$ cat config.mk
export PLATFORM = sky130hd
export DESIGN_NAME = mem_bus_arbiter
export DESIGN_NICKNAME = d
export VERILOG_FILES = /design/src/rtl/gb_mem_pkg.sv /design/src/rtl/oam_dma_engine.sv /design/src/rtl/mem_bus_arbiter.sv
export SDC_FILE = /design/constraint.sdc
export NUM_CORES = 1
export LEC_CHECK = 0
export BUFFER_PORTS_ARGS = -buffer_cell sky130_fd_sc_hd__buf_2
export CORE_MARGIN = 5
export CORE_UTILIZATION = 26
export DETAILED_ROUTE_END_ITERATION = 8
export PLACE_DENSITY_LB_ADDON = 0.05
export SLEW_MARGIN = 25
export SYNTH_ARGS = -nofsm -noshare
export SYNTH_HDL_FRONTEND = slang
export SYNTH_SLANG_ARGS = --single-unit
$ cat constraint.sdc
create_clock -name clk -period 4.3 [get_ports clk]
set_clock_uncertainty 0.15 [all_clocks]
set_input_delay 0.43 -clock clk [delete_from_list [all_inputs] [get_ports clk]]
set_output_delay 0.43 -clock clk [all_outputs]
set_load 0.005 [all_outputs]
$ cat src/rtl/gb_mem_pkg.sv
// Shared memory-map constants, DMA FSM state type and bus request bundle.
// Used by mem_bus_arbiter and oam_dma_engine.
package gb_mem_pkg;

  localparam int unsigned ADDR_W = 16;
  localparam int unsigned DATA_W = 8;

  // System registers that are handled inside the arbiter
  localparam logic [ADDR_W-1:0] ADDR_BOOT_OFF = 16'hFF50;
  localparam logic [ADDR_W-1:0] ADDR_DMA      = 16'hFF46;

  // Default OAM DMA geometry
  localparam logic [ADDR_W-1:0] OAM_BASE_DEFAULT = 16'hFE00;
  localparam int unsigned       DMA_LEN_DEFAULT  = 160;

  typedef enum logic [1:0] {
    DMA_IDLE  = 2'd0,
    DMA_READ  = 2'd1,
    DMA_WRITE = 2'd2
  } dma_state_e;

  // One downstream bus access
  typedef struct packed {
    logic [ADDR_W-1:0] addr;
    logic [DATA_W-1:0] wdata;
    logic              rd;
    logic              wr;
  } bus_req_t;

endpackage

$ cat src/rtl/oam_dma_engine.sv
// OAM DMA engine: copies DMA_LEN bytes from page {src,00} to OAM_BASE,
// one READ cycle followed by one WRITE cycle per byte.
// Ports:
//   clk, reset     - clock, synchronous active-high reset
//   start          - CPU write to the DMA register this cycle (start/restart)
//   start_src      - new source high byte
//   bus_rdata      - downstream read data, captured at the end of READ
//   req            - bus request bundle (combinational from state)
//   dma_active     - registered, high while state != IDLE
//   src            - current source high byte (register readback)
module oam_dma_engine
  import gb_mem_pkg::*;
#(
  parameter int unsigned       DMA_LEN  = DMA_LEN_DEFAULT,
  parameter logic [ADDR_W-1:0] OAM_BASE = OAM_BASE_DEFAULT
) (
  input  logic              clk,
  input  logic              reset,
  input  logic              start,
  input  logic [DATA_W-1:0] start_src,
  input  logic [DATA_W-1:0] bus_rdata,
  output bus_req_t          req,
  output logic              dma_active,
  output logic [DATA_W-1:0] src
);

  localparam int unsigned IDX_W    = 8;
  localparam logic [IDX_W-1:0] LAST_IDX = IDX_W'(DMA_LEN - 1);

  dma_state_e        state, state_next;
  logic [IDX_W-1:0]  idx, idx_next;
  logic [DATA_W-1:0] latch, latch_next;
  logic [DATA_W-1:0] src_next;

  // State and datapath registers
  always_ff @(posedge clk) begin
    if (reset) begin
      state      <= DMA_IDLE;
      idx        <= '0;
      src        <= '0;
      latch      <= '0;
      dma_active <= 1'b0;
    end else begin
      state      <= state_next;
      idx        <= idx_next;
      src        <= src_next;
      latch      <= latch_next;
      dma_active <= (state_next != DMA_IDLE);
    end
  end

  // Next state and bus request
  always_comb begin
    state_next = state;
    idx_next   = idx;
    src_next   = src;
    latch_next = latch;
    req        = '0;

    case (state)
      DMA_IDLE: begin
        state_next = DMA_IDLE;
      end
      DMA_READ: begin
        req.addr   = {src, idx};
        req.rd     = 1'b1;
        latch_next = bus_rdata;
        state_next = DMA_WRITE;
      end
      DMA_WRITE: begin
        req.addr  = OAM_BASE + {8'h00, idx};
        req.wdata = latch;
        // A restart in this cycle abandons the byte, so its write is dropped
        req.wr    = ~start;
        if (idx == LAST_IDX) begin
          idx_next   = '0;
          state_next = DMA_IDLE;
        end else begin
          idx_next   = idx + IDX_W'(1);
          state_next = DMA_READ;
        end
      end
      default: begin
        state_next = DMA_IDLE;
      end
    endcase

    // Start or restart overrides whatever the current byte was doing
    if (start) begin
      src_next   = start_src;
      idx_next   = '0;
      state_next = DMA_READ;
    end
  end

endmodule

$ cat src/rtl/mem_bus_arbiter.sv
// Memory bus arbiter: shares the downstream bus between the CPU and the
// OAM DMA engine, and holds the boot-ROM disable latch (0xFF50) and the
// DMA trigger register (0xFF46).
// Build option: define OAM_DMA_EN to include the DMA engine, the 0xFF46
// register and CPU blocking during DMA. Without it 0xFF46 is an ordinary
// bus address and dma_active is tied low.
// Ports:
//   clk, reset       - clock, synchronous active-high reset
//   cpu_*            - CPU side; cpu_rdata is combinational
//   bus_*            - downstream memory/IO bus; bus_rdata valid by the
//                      edge ending a bus_rd cycle
//   bootrom_enabled  - registered boot ROM enable, cleared by 0xFF50 write
//   dma_active       - registered, high while DMA owns the bus
module mem_bus_arbiter
  import gb_mem_pkg::*;
#(
  parameter int unsigned       DMA_LEN  = DMA_LEN_DEFAULT,
  parameter logic [ADDR_W-1:0] OAM_BASE = OAM_BASE_DEFAULT
) (
  input  logic              clk,
  input  logic              reset,
  input  logic [ADDR_W-1:0] cpu_addr,
  input  logic [DATA_W-1:0] cpu_wdata,
  input  logic              cpu_rd,
  input  logic              cpu_wr,
  output logic [DATA_W-1:0] cpu_rdata,
  output logic [ADDR_W-1:0] bus_addr,
  output logic [DATA_W-1:0] bus_wdata,
  output logic              bus_rd,
  output logic              bus_wr,
  input  logic [DATA_W-1:0] bus_rdata,
  output logic              bootrom_enabled,
  output logic              dma_active
);

  logic hit_boot;

  assign hit_boot = (cpu_addr == ADDR_BOOT_OFF);

  // Boot latch: one-way clear on a nonzero write, only reset re-arms it
  always_ff @(posedge clk) begin
    if (reset) begin
      bootrom_enabled <= 1'b1;
    end else if (cpu_wr && hit_boot && (cpu_wdata != '0)) begin
      bootrom_enabled <= 1'b0;
    end
  end

`ifdef OAM_DMA_EN

  logic              hit_dma;
  logic              dma_start;
  bus_req_t          dma_req;
  logic [DATA_W-1:0] dma_src;

  assign hit_dma   = (cpu_addr == ADDR_DMA);
  assign dma_start = cpu_wr & hit_dma;

  oam_dma_engine #(
    .DMA_LEN  (DMA_LEN),
    .OAM_BASE (OAM_BASE)
  ) u_dma (
    .clk        (clk),
    .reset      (reset),
    .start      (dma_start),
    .start_src  (cpu_wdata),
    .bus_rdata  (bus_rdata),
    .req        (dma_req),
    .dma_active (dma_active),
    .src        (dma_src)
  );

  // Bus mux: CPU passthrough unless DMA owns the bus; system registers
  // are absorbed here and never reach the bus
  always_comb begin
    bus_addr  = cpu_addr;
    bus_wdata = cpu_wdata;
    bus_rd    = cpu_rd & ~hit_boot & ~hit_dma;
    bus_wr    = cpu_wr & ~hit_boot & ~hit_dma;
    cpu_rdata = bus_rdata;

    if (dma_active) begin
      bus_addr  = dma_req.addr;
      bus_wdata = dma_req.wdata;
      bus_rd    = dma_req.rd;
      bus_wr    = dma_req.wr;
      cpu_rdata = 8'hFF;
    end

    if (hit_dma) begin
      cpu_rdata = dma_src;
    end else if (hit_boot) begin
      cpu_rdata = 8'hFF;
    end
  end

`else

  assign dma_active = 1'b0;

  // Plain passthrough; only the boot latch is absorbed
  always_comb begin
    bus_addr  = cpu_addr;
    bus_wdata = cpu_wdata;
    bus_rd    = cpu_rd & ~hit_boot;
    bus_wr    = cpu_wr & ~hit_boot;
    cpu_rdata = hit_boot ? 8'hFF : bus_rdata;
  end

`endif

endmodule

## Word-level counts from Yosys, hierarchy flattened

Index checks and enable logic that the tools add are counted.

| storage, ports and cells | value |
|---|---|
| register bits after elaboration | 1 |
| word-level logic and storage cells | 9 |

| operators by class | value |
|---|---|
| reduce and logical (&&, ||, !) cells | 3 |
| mux-type cells | 1 |
| equality and inequality tests | 1 |
| bitwise operators | 3 |

Operator list:

| kind | number |
|---|---|
| $eq 16x16->1 const B | 1 |
| $mux 8 | 1 |
| $reduce_bool 8->1 | 1 |
| $and 1x1->1 | 2 |
| $logic_and 1x1->1 | 2 |
| $not 1->1 | 1 |

## Logic depth before layout (Yosys ltp)

| depth | value |
|---|---|
| depth in word-level cells | 3 |
| gate-level depth with buffers | 4 |

## Worst setup path after synthesis

OpenSTA, ideal clock, no wires.

| timing | value |
|---|---|
| path kind | input-to-output |
| start | input port cpu_addr[1] |
| end | output port cpu_rdata[0] |
| path slack | 2,251 ps |
| stages on the path | 4 |
| data required time | 3,720 ps |
| path buffers | 1 |
| arrival | 1,469 ps |
| path through | or4b_1 -> nor4_2 -> buf_4 -> or2_1 |

| between the ends | value |
|---|---|
| longest elaborated chain between the ends | 2 |

RTL lines:

| item | line | RTL |
|---|---|---|
| start, declared | mem_bus_arbiter.sv:22 | `input logic [ADDR_W-1:0] cpu_addr,` |
| $eq 16x16->1 | mem_bus_arbiter.sv:38 | `assign hit_boot = (cpu_addr == ADDR_BOOT_OFF);` |
| $mux 8 | mem_bus_arbiter.sv:107 | `cpu_rdata = hit_boot ? 8'hFF : bus_rdata;` |
| end, declared | mem_bus_arbiter.sv:26 | `output logic [DATA_W-1:0] cpu_rdata,` |

Every way passes these cells.

## Final worst setup path

| timing | value |
|---|---|
| start | input port cpu_addr[1] |
| end | output port bus_rd |

| between the ends | value |
|---|---|
| longest elaborated chain between the ends | 3 |

RTL lines:

| item | line | RTL |
|---|---|---|
| $eq 16x16->1 | mem_bus_arbiter.sv:38 |  |
| $not 1->1 | mem_bus_arbiter.sv:105 | `bus_rd = cpu_rd & ~hit_boot;` |
| $and 1x1->1 | mem_bus_arbiter.sv:105 |  |
| end, declared | mem_bus_arbiter.sv:29 | `output logic bus_rd,` |

Every way passes these cells.

==> impl_metrics.json <==
{
  "synthDominantCellAreaShare_pct": 53.6,
  "met3_usage_pct": 1.13,
  "cp_data_arrival_time_ns": 2.05,
  "top_usage_layer": "met2",
  "dieArea_sq_um": 2250,
  "wirelength_microns": 1140,
  "ys_warn_count": 0,
  "synth_top_cell_by_area": "buf_4",
  "finalWorstSetupSlack_ns": 1.67,
  "final_cells": 108,
  "path_buf_inv": 2,
  "cts_resized": 0,
  "syn_inst": 49,
  "die_h_microns": 47.4,
  "die_w_microns": 47.4,
  "cp_common_cell": "buf_2",
  "whs_ns": 0.335,
  "rows": 13,
  "yosysSeqAreaShare_pct": 5.50,
  "hold_end": "bootrom_enabled",
  "crit_chain": "buf_2, or4b_1, nor4_2, and2b_1, buf_2",
  "pwr-share-clk_pct": 0,
  "area_delta_synth_final_pct": 47.8,
  "use_met1_pct": 9.11,
  "drc_errors": 0,
  "crit_family": "simple AND/OR/NAND/NOR gates",
  "tns_ns": 0,
  "startpoint_type": "input pin",
  "synthesis.nets": 85,
  "initial_utilization_pct": 27.6,
  "synth.area.top_cells": "buf_4 54%, or2_1 14%, nand4b_1 7.2%, dfxtp_1 5.5%, nor4_1 3.4%",
  "relSlewSlack_pct": 51.6,
  "yosysUniqueCellTypes": 13,
  "fin_crit_ns": 2.63,
  "whs_path_depth": 2,
  "detail_route.wl_per_cell_microns": 10.5,
  "setup_violations": 0,
  "swShare_pct": 31.2,
  "grt_pass1_wl_microns": 1500,
  "mostFrequentLayoutCells": "70 x buf_2, 8 x or2_1, 3 x nand4b_1",
  "reg_top3": "bootrom_enabled x1",
  "r2r_slack_ns": 3.56,
  "finalCritPeriodShare_pct": 61.2,
  "cp_slowest_cell": "nor4_2",
  "rr_startpoint": "bootrom_enabled",
  "hold_viol": 0,
  "gp_congestion": 0.626,
  "diodes": 0,
  "cp_max_fo": 11,
  "worstSkewPairLatency_ns": 0,
  "final_common_cell": "buf_2",
  "power_density_nw_per_um2": 94.1,
  "gr-usage-met2_pct": 18.2,
  "tightest_slew_ns": 0.720,
  "r2r.worst_path.cells": 2,
  "ir_drop_v": 0.0000476,
  "post-place-ws_ns": 1.63,
  "top_register": "bootrom_enabled",
  "criticalPathCategory": "input pin to output port",
  "ys_ff_latch": 1,
  "critPathRequiredTime_ns": 3.72,
  "rsz0062_at_grt": "no",
  "final_cell_area_sq_um": 538,
  "fmax_ghz": 0.380,
  "grt_start_max_net_pins": 12,
  "antenna_found_initial": 0,
  "syn_area_per_cell_sq_um": 7.43,
  "drtAntennaViolNets": 0,
  "power_mw": 0.0507,
  "syn_area_sq_um": 364,
  "drive_gt1_share_pct": 76.3,
  "drv_slew": 0,
  "nets": 131,
  "r2r-end": "bootrom_enabled",
  "grt.total_usage_pct": 8.54,
  "drtIter0Drc": 1,
  "port_buffers": 70,
  "power_frac_comb_pct": 81.3,
  "cpPeakStageDelay_ns": 0.63,
  "post_cts_buffers": 0,
  "cts_hold_buffers": 0,
  "dp.cells": 108,
  "grt_overflow": 0,
  "power_frac_seq_pct": 18.7,
  "cp-end-kind": "output port",
  "min_path_type": "flip-flop to flip-flop",
  "core_area_sq_um": 1320,
  "hp-start": "bootrom_enabled",
  "placed_cell_area_sq_um": 538,
  "fin_util_pct": 40.8,
  "firstDrtPassIters": 3,
  "switchingPower_mw": 0.0158,
  "p_int_mw": 0.0349,
  "drv_cap": 0,
  "viasPerCell": 4.22,
  "status": "complete, no violations",
  "largest_reg_flops": 1,
  "path_clk_slew_ns": 0,
  "grt_pass1_vias": 414,
  "io_pins": 72,
  "p_leak_nw": 0.328,
  "num_vias": 456
}
==> worst min-delay path, cell delays in order (launching register included) <==
cell,delay (ns)
dfxtp_1,0.29
nor2_1,0.09
a21oi_1,0.04
==> per-layer routing <==
metal | vias to the layer above | wire, microns
met1 | 183 | 316
met3 | 0 | 284
met2 | 46 | 536
met4 | 0 | 0
met5 | - | 0
li1 | 227 | -
==> how the worst max path moves through the flow <==
stage / endpoint / cells past startpoint / start / slack [ns]
2_1_floorplan: cpu_rdata[0] / 4 / cpu_addr[1] / 2.25
3_3_place_gp: bus_rd / 5 / cpu_addr[1] / 1.65
3_5_place_dp: bus_rd / 5 / cpu_addr[1] / 1.63
4_1_cts: bus_rd / 5 / cpu_addr[1] / 1.63
5_1_grt: bus_rd / 5 / cpu_addr[1] / 1.48
6_report: bus_rd / 5 / cpu_addr[1] / 1.67
==> logic make-up after synthesis <==
kind of cell,share of synthesized area (%)
buffers and inverters,53.6
AOI/OAI and AO/OA,2.75
and+or+nand+nor,37.1
other,1.03
DFF,5.50
==> cell usage after synthesis <==
cell      number
buf_4         26
or2_1          8
nand4b_1       3
a21oi_1        2
nor4_1         2
and2b_1        1
conb_1         1
dfxtp_1        1
nand2b_1       1
nor2_1         1
nor2b_1        1
nor4_2         1
or4b_1         1
==> power groups by stage <==
stage,combinational (mW),sequential [mW],clock (mW)
after floorplan,0.0254,0.00947,0
after global placement,0.0420,0.00947,0
after detailed placement,0.0420,0.00947,0
after CTS,0.0421,0.00947,0
after global routing,0.0465,0.00947,0
final,0.0412,0.00947,0
==> area by class of cell <==
type                    instances  area, sq um
fillers                       147          779
multi-input cells              22          149
flip-flops and latches          1         20.0
well taps                      15         18.8
repair buffers                 70          350
Note: power is estimated with default switching activity, not from simulation.
